--- config.mk ---
export PLATFORM = sky130hd
export DESIGN_NAME = seg7_scan_ctrl
export DESIGN_NICKNAME = d
export VERILOG_FILES = /design/src/rtl/seg7_pkg.sv /design/src/rtl/seg7_decoder.sv /design/src/rtl/seg7_scan_ctrl.sv
export SDC_FILE = /design/constraint.sdc
export NUM_CORES = 1
export LEC_CHECK = 0
export CELL_PAD_IN_SITES_DETAIL_PLACEMENT = 1
export CELL_PAD_IN_SITES_GLOBAL_PLACEMENT = 1
export CORE_ASPECT_RATIO = 2
export CORE_UTILIZATION = 43
export CTS_CLUSTER_DIAMETER = 60
export DETAILED_ROUTE_END_ITERATION = 12
export GPL_TIMING_DRIVEN = 0
export PLACE_DENSITY = 0.89
export SYNTH_ARGS = -nofsm -noshare
export SYNTH_HDL_FRONTEND = slang
export SYNTH_HIERARCHICAL = 1
export SYNTH_SLANG_ARGS = --single-unit
--- constraint.sdc ---
create_clock -name clk -period 2.83 [get_ports clk]
set_input_delay 0.566 -clock clk [delete_from_list [all_inputs] [get_ports clk]]
set_output_delay 0.566 -clock clk [all_outputs]
set_load 0.01 [all_outputs]
--- src/rtl/seg7_pkg.sv ---
// ============================================================================
// Module      : seg7_pkg
// Description : Shared definitions for the 7-segment scan controller:
//               scan state encoding, ceiling-log2 helper and the inactive
//               output patterns derived from pin polarity.
// Revision    : 1.0 - initial release
// ============================================================================
`default_nettype none

package seg7_pkg;

  // Scan state encoding
  typedef enum logic [1:0] {
    ST_IDLE  = 2'd0,
    ST_BLANK = 2'd1,
    ST_SHOW  = 2'd2
  } state_e;

  // Ceiling log2, never smaller than 1 so a counter always has a bit
  function automatic int clog2(input int value);
    int res;
    res = 1;
    for (int i = 1; i < 31; i++) begin
      if ((1 << i) < value) begin
        res = i + 1;
      end
    end
    return res;
  endfunction

  // Segment pattern that lights nothing for the given polarity
  function automatic logic [6:0] seg_inactive(input bit active_low);
    return active_low ? 7'h7F : 7'h00;
  endfunction

  // Decimal point level that lights nothing for the given polarity
  function automatic logic dp_inactive(input bit active_low);
    return active_low ? 1'b1 : 1'b0;
  endfunction

endpackage : seg7_pkg

`default_nettype wire

--- src/rtl/seg7_decoder.sv ---
// ============================================================================
// Module      : seg7_decoder
// Description : BCD nibble to 7-segment pattern {a,b,c,d,e,f,g}. Values
//               above 9 show a dash (segment g only).
// Ports       : bcd_i [3:0] - nibble to decode
//               seg_o [6:0] - segment pattern at the configured polarity
// Revision    : 1.0 - initial release
// ============================================================================
`default_nettype none

module seg7_decoder #(
  parameter bit SEG_ACTIVE_LOW = 1'b1
) (
  input  logic [3:0] bcd_i,
  output logic [6:0] seg_o
);

  logic [6:0] seg_on;  // active-high pattern

  always_comb begin
    seg_on = 7'b0000001;
    case (bcd_i)
      4'd0:    seg_on = 7'b1111110;
      4'd1:    seg_on = 7'b0110000;
      4'd2:    seg_on = 7'b1101101;
      4'd3:    seg_on = 7'b1111001;
      4'd4:    seg_on = 7'b0110011;
      4'd5:    seg_on = 7'b1011011;
      4'd6:    seg_on = 7'b1011111;
      4'd7:    seg_on = 7'b1110000;
      4'd8:    seg_on = 7'b1111111;
      4'd9:    seg_on = 7'b1111011;
      default: seg_on = 7'b0000001;
    endcase
  end

  assign seg_o = SEG_ACTIVE_LOW ? ~seg_on : seg_on;

endmodule : seg7_decoder

`default_nettype wire

--- src/rtl/seg7_scan_ctrl.sv ---
// ============================================================================
// Module      : seg7_scan_ctrl
// Description : Time-multiplexed scan controller for an N-digit 7-segment
//               display. Each digit slot is a dark blanking gap followed by
//               the lit digit; inputs are snapshotted once per frame and
//               leading zeros can be suppressed.
// Ports       : clk, rst        - clock, synchronous active-high reset
//               digits_i        - packed BCD, digit k at [4k+3:4k]
//               dp_i            - decimal point request per digit
//               lz_blank_i      - leading-zero suppression enable
//               enable_i        - run the scan (dark when low)
//               seg_o, dp_o     - segments {a..g} and decimal point
//               an_o            - digit anodes
//               frame_o         - one-cycle pulse at each frame start
// Revision    : 1.0 - initial release
// ============================================================================
`default_nettype none

module seg7_scan_ctrl
  import seg7_pkg::*;
#(
  parameter int N_DIGITS       = 4,
  parameter int CLK_HZ         = 50_000_000,
  parameter int REFRESH_HZ     = 1000,
  parameter int BLANK_CYCLES   = 500,
  parameter bit SEG_ACTIVE_LOW = 1'b1,
  parameter bit AN_ACTIVE_LOW  = 1'b1
) (
  input  logic                  clk,
  input  logic                  rst,
  input  logic [4*N_DIGITS-1:0] digits_i,
  input  logic [N_DIGITS-1:0]   dp_i,
  input  logic                  lz_blank_i,
  input  logic                  enable_i,
  output logic [6:0]            seg_o,
  output logic                  dp_o,
  output logic [N_DIGITS-1:0]   an_o,
  output logic                  frame_o
);

  localparam int SLOT_CYC = CLK_HZ / (REFRESH_HZ * N_DIGITS);
  localparam int CNT_W    = clog2(SLOT_CYC);
  localparam int IDX_W    = clog2(N_DIGITS);

  localparam logic [CNT_W-1:0]    CNT_BLANK_LAST = CNT_W'(BLANK_CYCLES - 1);
  localparam logic [CNT_W-1:0]    CNT_SLOT_LAST  = CNT_W'(SLOT_CYC - 1);
  localparam logic [IDX_W-1:0]    IDX_LAST       = IDX_W'(N_DIGITS - 1);
  localparam logic [6:0]          SEG_OFF        = seg_inactive(SEG_ACTIVE_LOW);
  localparam logic                DP_OFF         = dp_inactive(SEG_ACTIVE_LOW);
  localparam logic [N_DIGITS-1:0] AN_OFF         = {N_DIGITS{AN_ACTIVE_LOW}};

  if ((N_DIGITS < 2) || (N_DIGITS > 8) || (BLANK_CYCLES < 1) ||
      (SLOT_CYC < BLANK_CYCLES + 1)) begin : g_bad_params
    $error("seg7_scan_ctrl: illegal parameter combination");
  end

  // --------------------------------------------------------------------------
  // State
  // --------------------------------------------------------------------------
  state_e                state_q, state_d;
  logic [CNT_W-1:0]      cnt_q, cnt_d;
  logic [IDX_W-1:0]      idx_q, idx_d;
  logic [4*N_DIGITS-1:0] snap_digits_q, snap_digits_d;
  logic [N_DIGITS-1:0]   snap_dp_q, snap_dp_d;
  logic                  snap_lz_q, snap_lz_d;

  logic [N_DIGITS-1:0]   an_q, an_d;
  logic [6:0]            seg_q, seg_d;
  logic                  dp_q, dp_d;
  logic                  frame_q, frame_d;

  // --------------------------------------------------------------------------
  // Next-state logic
  // --------------------------------------------------------------------------
  always_comb begin
    state_d       = state_q;
    cnt_d         = cnt_q;
    idx_d         = idx_q;
    snap_digits_d = snap_digits_q;
    snap_dp_d     = snap_dp_q;
    snap_lz_d     = snap_lz_q;

    if (!enable_i) begin
      state_d = ST_IDLE;
      cnt_d   = '0;
      idx_d   = '0;
    end else begin
      case (state_q)
        ST_IDLE: begin
          state_d       = ST_BLANK;
          cnt_d         = '0;
          idx_d         = '0;
          snap_digits_d = digits_i;
          snap_dp_d     = dp_i;
          snap_lz_d     = lz_blank_i;
        end
        ST_BLANK: begin
          // cnt runs across the whole slot; the gap ends part way through
          cnt_d = cnt_q + 1'b1;
          if (cnt_q == CNT_BLANK_LAST) begin
            state_d = ST_SHOW;
          end
        end
        ST_SHOW: begin
          if (cnt_q == CNT_SLOT_LAST) begin
            state_d = ST_BLANK;
            cnt_d   = '0;
            if (idx_q == IDX_LAST) begin
              // New frame: capture all inputs together so a frame never tears
              idx_d         = '0;
              snap_digits_d = digits_i;
              snap_dp_d     = dp_i;
              snap_lz_d     = lz_blank_i;
            end else begin
              idx_d = idx_q + 1'b1;
            end
          end else begin
            cnt_d = cnt_q + 1'b1;
          end
        end
        default: begin
          state_d = ST_IDLE;
          cnt_d   = '0;
          idx_d   = '0;
        end
      endcase
    end
  end

  // --------------------------------------------------------------------------
  // Leading-zero suppression: digit k blanks when it and every digit above
  // it are zero. Digit 0 is never touched.
  // --------------------------------------------------------------------------
  logic [N_DIGITS-1:0] digit_sup;

  always_comb begin
    logic upper_zero;
    upper_zero = 1'b1;
    digit_sup  = '0;
    for (int k = N_DIGITS - 1; k >= 1; k--) begin
      upper_zero   = upper_zero & (snap_digits_q[4*k +: 4] == 4'd0);
      digit_sup[k] = snap_lz_q & upper_zero;
    end
  end

  // --------------------------------------------------------------------------
  // Shared decoder on the currently selected snapshot digit
  // --------------------------------------------------------------------------
  logic [3:0] cur_nibble;
  logic [6:0] dec_seg;
  logic       cur_dp;
  logic       cur_sup;

  assign cur_nibble = snap_digits_q[4*idx_q +: 4];
  assign cur_dp     = snap_dp_q[idx_q];
  assign cur_sup    = digit_sup[idx_q];

  seg7_decoder #(
    .SEG_ACTIVE_LOW (SEG_ACTIVE_LOW)
  ) u_dec (
    .bcd_i (cur_nibble),
    .seg_o (dec_seg)
  );

  // --------------------------------------------------------------------------
  // Output register stage: blanking/suppression force the inactive pattern
  // --------------------------------------------------------------------------
  always_comb begin
    logic [N_DIGITS-1:0] an_onehot;
    an_onehot        = '0;
    an_onehot[idx_q] = 1'b1;

    an_d    = AN_OFF;
    seg_d   = SEG_OFF;
    dp_d    = DP_OFF;
    frame_d = (state_q == ST_BLANK) && (idx_q == '0) && (cnt_q == '0);

    if (state_q == ST_SHOW) begin
      // A suppressed digit still lights its anode if it carries a dp
      if (!cur_sup || cur_dp) begin
        an_d = AN_ACTIVE_LOW ? ~an_onehot : an_onehot;
      end
      if (!cur_sup) begin
        seg_d = dec_seg;
      end
      if (cur_dp) begin
        dp_d = ~DP_OFF;
      end
    end
  end

  always_ff @(posedge clk) begin
    if (rst) begin
      state_q       <= ST_IDLE;
      cnt_q         <= '0;
      idx_q         <= '0;
      snap_digits_q <= '0;
      snap_dp_q     <= '0;
      snap_lz_q     <= 1'b0;
      an_q          <= AN_OFF;
      seg_q         <= SEG_OFF;
      dp_q          <= DP_OFF;
      frame_q       <= 1'b0;
    end else begin
      state_q       <= state_d;
      cnt_q         <= cnt_d;
      idx_q         <= idx_d;
      snap_digits_q <= snap_digits_d;
      snap_dp_q     <= snap_dp_d;
      snap_lz_q     <= snap_lz_d;
      an_q          <= an_d;
      seg_q         <= seg_d;
      dp_q          <= dp_d;
      frame_q       <= frame_d;
    end
  end

  assign an_o    = an_q;
  assign seg_o   = seg_q;
  assign dp_o    = dp_q;
  assign frame_o = frame_q;

endmodule : seg7_scan_ctrl

`default_nettype wire

==> summary.md, run 1 <==
Global routing finished with a remaining overflow of 0. The worst max-slew margin expressed relative to the limit is 61.0%, and the ratio of cells with drive above 1 in the final layout is 10.1%. Layout net count: 355. For the final-report max-slew violation count, the log shows 0. The worst hold path belongs to the class register to register.

For this block, the initial DRC count from the detailed router was 47. The type of the worst setup path was register to register. The CTS H-tree depth was 2. The weighted congestion reported at the end of routability-driven placement was 0.817. The number of remaining DRC errors came out at 0.

The type of destination of the critical path is a register. The library cell with the largest summed area after synthesis is sky130_fd_sc_hd__dfxtp_1. Data on the critical path is required at its endpoint by 3.00 ns.

The aggregate negative setup slack is 0 ns, and the HPWL reported at the end of detailed placement is 4970 um. The die is 116 um tall. 37 I/O pins were placed.

Once the clock tree was built, the resizer swapped 0 gates to a different size. The worst-case IR drop observed on VDD is 0.388 mV. The repair_antennas step left the layout with diodes totalling 0. In this run, synthesis produced a sequential element count of 52. The post-synth net total was 313. Kind of start point of the critical path: a register.

In this run the static leakage power is 0.00125 uW. Row generation in the floorplan step produced 41 rows. Of the total power, registers draw 47.0%. Highest attainable clock frequency: 436 MHz. Sorting the synthesized cells by area gives the leading types as sky130_fd_sc_hd__dfxtp_1 38%, sky130_fd_sc_hd__mux2i_1 9.0%, sky130_fd_sc_hd__nand2b_1 7.0%, sky130_fd_sc_hd__ha_1 6.8%, sky130_fd_sc_hd__or2b_1 4.9%. For the clock network power share, the log shows 37.3%. The mapped netlist covers 2770 sq um. For the endpoint arrival time on the critical path, the log shows 2.46 ns. Once the floorplan was initialized, standard cells occupied 44.3% of the core. The final-report hold violation count is 0.

Switching power of the nets: 406 uW. Part of the Yosys area used for sequential elements: 37.5%. The tools report the number of sinks driven by the clock tree as 52. The via count of the first global-routing pass came out at 2320.

Setup repair after global routing left no endpoint under its margin. The total of max-cap violations was 0. The cell total after placement is 395. Dividing the detail-routed wire length by the instance count gives 16.0 um. In this run the mean area of a mapped cell was 10.1 sq um. Measured along the x axis, the die boundary spans 58.8 um. At the pin with the least slew margin, the transition time is 0.585 ns. After layout, the worst path uses 81.0% of the clock period.

Entering global routing, the biggest net connects 15 pins. The layout overhead on the synthesized area is 21.8%. For the buffer levels on the longest clock path, the log shows 2.

The logs give 274 for the cell count after synthesis and 11100 um for the first-pass GRT wire length. The run gives 6260 sq um as the floorplan core area. For this run, the number of Yosys warnings is 6.

The tree is rooted in a sky130_fd_sc_hd__clkbuf_16. The number of antenna violations at the first check in global routing came out at 0. The routed design has 6460 um of wire. Fill cells in the final layout number 729. For flop-to-flop paths, the worst setup slack is 0.54 ns. The smallest clock period supported by the final layout is computed as 2.29 ns.

Of all nets on the critical path, the largest fanout is 8. The total power density per cell area was 494 nW/um^2; the switching power share of the total was 24.3%. Once detail routing completed, the nets flagged for antenna violations numbered 0. Setup violations remaining at the end of the flow were counted as 0. The synthesized netlist contains 48 unique library cells. Dividing the detail-routed via count by the number of cells gives 5.28. The die covers 6790 sq um. All-layer global routing usage: 21.7%. Combinational cells account for 15.7% of the total power. The cell-internal power is 1260 uW, and the clock insertion delay at the later pin of the skew report is 0.30 ns.

TritonCTS built the clock tree. The quantity of I/O buffers inserted on ports is 35, and the detailed-routing iteration count for the pre-antenna-repair pass is 4. Of the post-synthesis cell area, the dominant cell type holds 37.5%. On the final layout, the worst clock skew is 0.00481 ns. After the flow finishes, the layout carries non-filler instances totaling 403. The number of clock buffers added by TritonCTS is 5. Clock-pin slew was measured on the worst setup and hold paths at 0.07 ns.

For this block, the via count after detailed routing is 2127. The number of buffers inserted by hold repair at cts came out at 0. The post-CTS setup buffer count came out at 0. The run finished with clean final reports.
==> critical path, stage by stage, from the launching register on <==
cell                       delay, ns
sky130_fd_sc_hd__dfxtp_1        0.36
sky130_fd_sc_hd__clkbuf_1       0.44
sky130_fd_sc_hd__mux4_2         0.67
sky130_fd_sc_hd__inv_1          0.15
sky130_fd_sc_hd__ha_1           0.18
sky130_fd_sc_hd__nor2b_1        0.17
sky130_fd_sc_hd__o31ai_2        0.07
sky130_fd_sc_hd__nand2b_1       0.13
==> state kept, by name (all words and copies together), names as in the netlist <==
name / cells
an_o: 4
cnt_q: 14
dp_o: 1
frame_o: 1
idx_q: 2
seg_o: 7
snap_digits_q: 16
snap_dp_q: 4
snap_lz_q: 1
state_q: 2
==> layout by cell type (no fill, tap or decap), types with 2 or more instances in the layout <==
master and count:
sky130_fd_sc_hd__dfxtp_1 52, sky130_fd_sc_hd__clkdlybuf4s50_1 35, sky130_fd_sc_hd__nand2b_1 31, sky130_fd_sc_hd__mux2i_1 25
sky130_fd_sc_hd__or2b_1 18, sky130_fd_sc_hd__nand2_1 15, sky130_fd_sc_hd__ha_1 15, sky130_fd_sc_hd__nor3_1 14
sky130_fd_sc_hd__inv_1 12, sky130_fd_sc_hd__clkbuf_1 9, sky130_fd_sc_hd__nand4_1 7, sky130_fd_sc_hd__xor2_1 7
sky130_fd_sc_hd__mux4_2 5, sky130_fd_sc_hd__nand3_1 5, sky130_fd_sc_hd__xnor2_1 5, sky130_fd_sc_hd__clkbuf_16 5
sky130_fd_sc_hd__nor2b_1 4, sky130_fd_sc_hd__or2b_2 4, sky130_fd_sc_hd__or4_1 4, sky130_fd_sc_hd__nor2_1 4
sky130_fd_sc_hd__buf_6 3, sky130_fd_sc_hd__nor4_1 3, sky130_fd_sc_hd__a21oi_1 3, sky130_fd_sc_hd__clkbuf_8 2
sky130_fd_sc_hd__a21oi_4 2, sky130_fd_sc_hd__and3_1 2, sky130_fd_sc_hd__buf_12 2, sky130_fd_sc_hd__a22oi_1 2
==> per-stage QoR <==
stage                     instance area, sq um  total power, uW  utilization (%)  hold WS [ns]  setup slack [ns]
after CTS                                 3380             1690             54.0         0.531             0.508
after global routing                      3380             1740             54.0         0.555             0.336
after global placement                    3230             1050             51.6         0.489             0.531
after detailed placement                  3230             1060             51.6         0.505             0.457
final                                     3380             1670             54.0         0.528             0.537
after floorplan                           2770              977                -         0.446             0.795
==> per-layer routing <==
layer,global-route usage (%),share of wire [%]
met1,20.3,35
met2,41.9,58
met3,3.79,2.3
met4,12.4,4.3
met5,0,0
==> cells by family after synthesis <==
logic type / synth area share [%]
buffers and inverters: 5.73
DFF: 37.5
xor gates and xnor gates: 3.79
muxes: 13.5
adders and majority gates: 6.77
and+or+nand+nor: 27.8
AOI/OAI and AO/OA: 4.92
==> power by group through the flow <==
stage	logic, uW	registers (uW)	clock network, uW
after floorplan	185	792	0
after global placement	255	799	0
after detailed placement	263	800	0
after CTS	265	784	641
after global routing	286	788	663
final	262	784	622
==> path summary, 6_finish.rpt <==
check / from / end / cells past startpoint
worst min register to register: state_q[0]$_SDFFE_PP0P_ / state_q[0]$_SDFFE_PP0P_ / 2
worst min-delay path: state_q[0]$_SDFFE_PP0P_ / state_q[0]$_SDFFE_PP0P_ / 2
worst max register to register: idx_q[0]$_SDFFE_PP0P_ / seg_o[1]$_SDFF_PP1_ / 7
worst max-delay path: idx_q[0]$_SDFFE_PP0P_ / seg_o[1]$_SDFF_PP1_ / 7
==> cells in the mapped netlist (all sizes together) <==
library cell	instances
clkbuf	8
nor2b	4
mux2i	25
nand4bb	1
o2bb2ai	1
nor3b	1
mux2	1
or3	2
nand2	15
and4	1
dfxtp	52
nand4	7
or4	5
xor2	7
nand4b	1
o31ai	1
nor3	14
a22o	1
or2	2
nor4	3
nor2	4
buf	5
or4b	1
and3	3
a22oi	2
a21boi	1
mux4	5
a21oi	5
ha	15
nand2b	31
o21ai	2
a31oi	1
or2b	22
inv	12
xnor2	5
a211oi	2
nor4b	1
nand3	5
==> final cells by class <==
cell class	count	area [sq um]	area share [%]
multi-input cells	197	1570	46.6
inverters	12	45.0	1.33
well taps	86	108	3.19
plain buffers	13	114	3.37
repair buffers	35	350	10.4
flip-flops and latches	52	1040	30.8
clock buffers	8	146	4.33
Power figures use the tool's default switching activity.
==> inputs of run 2 (changes only) <==
--- a/config.mk
+++ b/config.mk
@@ -8,11 +8,11 @@
 export CELL_PAD_IN_SITES_DETAIL_PLACEMENT = 1
 export CELL_PAD_IN_SITES_GLOBAL_PLACEMENT = 1
 export CORE_ASPECT_RATIO = 2
-export CORE_UTILIZATION = 43
+export CORE_UTILIZATION = 39
 export CTS_CLUSTER_DIAMETER = 60
 export DETAILED_ROUTE_END_ITERATION = 12
 export GPL_TIMING_DRIVEN = 0
-export PLACE_DENSITY = 0.89
+export PLACE_DENSITY = 0.85
 export SYNTH_ARGS = -nofsm -noshare
 export SYNTH_HDL_FRONTEND = slang
 export SYNTH_HIERARCHICAL = 1
==> constraint.sdc (replaced) <==
create_clock -name clk -period 2.1 [get_ports clk]
set_input_delay 0.42 -clock clk [delete_from_list [all_inputs] [get_ports clk]]
set_output_delay 0.42 -clock clk [all_outputs]
set_load 0.01 [all_outputs]
==> summary.md, run 2 (synthesized netlist as in run 1, its figures left out) <==
The wire length per cell came out at 16.8 um (+5.1%). STA classifies the critical path endpoint as a register. The checks that failed: negative setup slack. The endpoint arrival time on the critical path was 2.33 ns (-0.13 ns). The leakage power of the design was 0.00129 uW (+3.4%); the total of max-cap violations was 0 (unchanged). The clock insertion delay at the later pin of the skew report is 0.31 ns (about the same), and the maximum vdd ir drop is 0.456 mV (+17%).

The overall power of the completed layout was 2320 uW (+39%); the layout overhead on the synthesized area was 26.4%. The tools report the final core area utilization as 50.9% (-3.1 points). The minimum period implied by the final worst setup slack works out to 2.11 ns (-0.181 ns). The run gives 6950 um (+7.7%) as the total detailed-routing wirelength.

The run finished, with violations left. For the floorplan core area, the log shows 6890 sq um (+10%). Launch instance of the worst min-delay path: rst.

The post-route clock skew came out at 0.0100 ns (+0.00520 ns). The quantity of I/O buffers inserted on ports works out to 35 (unchanged). The register containing the most flip-flops in the final layout is snap_digits_q. The worst register-to-register path ends at snap_dp_q[3]$_SDFFE_PP0P_. The library cell used most frequently in the layout, excluding fill and tap cells, is sky130_fd_sc_hd__dfxtp_1. The tools report the first-pass GRT wire length as 11000 um (-1.0%). The number of remaining DRC errors came out at 0 (unchanged).

Worst path setup slack after routing: -0.0118 ns (-0.549 ns). The number of buffers inserted by hold repair at cts was 0 (unchanged). The run gives 474 MHz (+8.6%) as the highest attainable clock frequency. The I/O pin count is 37 (unchanged), and the final cycle utilization of the critical path is 101% (+20 points).

For the layout net count, the log shows 361 (+1.7%). The clock edge transition at the registers on the reported setup and hold paths was 0.07 ns (about the same); the width of the die was 61.6 um (+4.8%). The total die area is 7470 sq um (+10%).

Setup repair after global routing could not meet its margin everywhere. The final-report max-slew violation count came out at 0 (unchanged). The final-layout fill cell count was 815 (+12%); the pin count of the biggest net entering global routing was 17 (+2).

The worst max-slew margin expressed relative to the limit was 62.9% (+1.8 points); the detail-routed via count per cell was 5.14 (-2.7%). The critical path is of the register to register type. The post-route antenna net violation count is 0 (unchanged), and the HPWL reported at the end of detailed placement is 4930 um (-0.74%). For the all-layer global routing usage, the log shows 20.5% (-1.2 points). The buffer levels on the longest clock path came out at 2 (unchanged).

The vertical die dimension was 121 um (+4.9%); the highest fanout seen on the critical path was 5 (-3). The top cell types in the final layout, fill and taps aside, are 47 x sky130_fd_sc_hd__dfxtp_1, 35 x sky130_fd_sc_hd__clkdlybuf4s50_1, 31 x sky130_fd_sc_hd__nand2b_1. The run gives -0.0133 ns (-0.0133 ns) as the aggregate negative setup slack. The run gives 0.816 (about the same) as the weighted congestion reported at the end of routability-driven placement. The worst hold path stage count was 3 (+1). The total overflow reported by the global router was 0 (unchanged). For the final-report hold violation count, the log shows 0 (unchanged). The via count of the first global-routing pass came out at 2264 (-2.4%).

The antenna diode count was 0 (unchanged); the required time reported for the critical path endpoint was 2.32 ns (-0.68 ns). The tools report the register-to-register setup slack as -0.01 ns (-0.55 ns). The worst hold path terminates at snap_digits_q[1]$_SDFFE_PP0P_. The tools report the initial core utilization as 40.3% (-4.0 points). The run gives 2121 (-0.28%) as the detailed-route via count. For the total CTS buffers, the log shows 5 (unchanged). The kind of start point of the critical path is a register. Number of flip-flops in the largest register: 16 (unchanged). For the number of sinks driven by the clock tree, the log shows 52 (unchanged).

The number of endpoints failing setup at the final stage was 2 (+2). TritonCTS built the clock tree. The actual transition at the worst max-transition pin was 0.557 ns (-0.0277 ns); the total power density per cell area was 663 nW/um^2 (+34%).

The CTS H-tree depth was 2 (unchanged); the count of routing violations after the opening detailed-route iteration was 53 (+13%). Detailed-routing iteration count for the pre-antenna-repair pass: 4 (unchanged). Clock tree synthesis selected as its root buffer the cell sky130_fd_sc_hd__clkbuf_16.

For the placement row count, the log shows 43 (+4.9%). Class of the tightest hold or removal check: primary input to register. The ratio of cells with drive above 1 in the final layout works out to 15.2% (+5.1 points).

The cell depth of the worst flop-to-flop path was 6 (-1). The number of antenna violations at the first check in global routing was 0 (unchanged). The worst register-to-register path begins at cnt_q[9]$_SDFF_PP0_.
run 2: area by class of cell:
type / instances / area (sq um) / share of cell area, %
multi-input combinational: 197 / 1600 / 45.7
buffer: 13 / 118 / 3.36
timing repair buffer: 41 / 423 / 12.1
sequential: 52 / 1050 / 30.0
clock buffer: 6 / 139 / 3.96
inverter: 12 / 45.0 / 1.29
clock inverter: 2 / 15.0 / 0.429
tap: 90 / 113 / 3.21
run 2: metal layers:
layer,share of wire (%),global-route usage (%)
met3,2.7,4.05
met1,35,19.7
met2,60,38.5
met5,0,0
met4,2.8,9.86
run 2: what timing repair did:
item | 4_1_cts | 5_1_grt
gates resized for setup | 10 | 7
setup buffers | 3 | 2
pin swaps | 2 | 1
endpoints found under the setup margin | 37 | 15
gates cloned | 1 | 0
hold endpoints to repair | 0 | 0
run 2: power by group:
| group | leakage [uW] | switching (uW) | internal (uW) |
|---|---|---|---|
| clock network | 0.0000691 | 391 | 475 |
| registers | 0.000426 | 30.5 | 1030 |
| logic | 0.000792 | 175 | 225 |
| total | 0.00129 | 597 | 1730 |
run 2: through the flow:
step / hold WS, ns / cells / setup WS (ns) / instance area, sq um
after floorplan: 0.446 / 274 / 0.0654 / 2770
after global placement: 0.486 / 399 / -0.153 / 3240
after detailed placement: 0.496 / 399 / -0.212 / 3240
after CTS: 0.457 / 411 / -0.0124 / 3470
after global routing: 0.482 / 413 / -0.0538 / 3500
final: 0.454 / 413 / -0.0118 / 3500
run 2: critical path: stages (launching register included):
cell and delay (ns):
sky130_fd_sc_hd__dfxtp_4 0.35, sky130_fd_sc_hd__or3_4 0.39, sky130_fd_sc_hd__or4_4 0.57, sky130_fd_sc_hd__a21oi_4 0.26, sky130_fd_sc_hd__buf_6 0.14, sky130_fd_sc_hd__buf_12 0.11, sky130_fd_sc_hd__mux2i_1 0.20
run 2: worst max-delay path by stage:
stage | startpoint | endpoint | depth (start not counted)
after floorplan | idx_q[0]$_SDFFE_PP0P_ | seg_o[1]$_SDFF_PP1_ | 7
after global placement | idx_q[0]$_SDFFE_PP0P_ | seg_o[1]$_SDFF_PP1_ | 7
after detailed placement | idx_q[0]$_SDFFE_PP0P_ | seg_o[3]$_SDFF_PP1_ | 7
after CTS | cnt_q[9]$_SDFF_PP0_ | snap_dp_q[2]$_SDFFE_PP0P_ | 5
after global routing | cnt_q[9]$_SDFF_PP0_ | snap_dp_q[0]$_SDFFE_PP0P_ | 6
final | cnt_q[9]$_SDFF_PP0_ | snap_dp_q[3]$_SDFFE_PP0P_ | 6
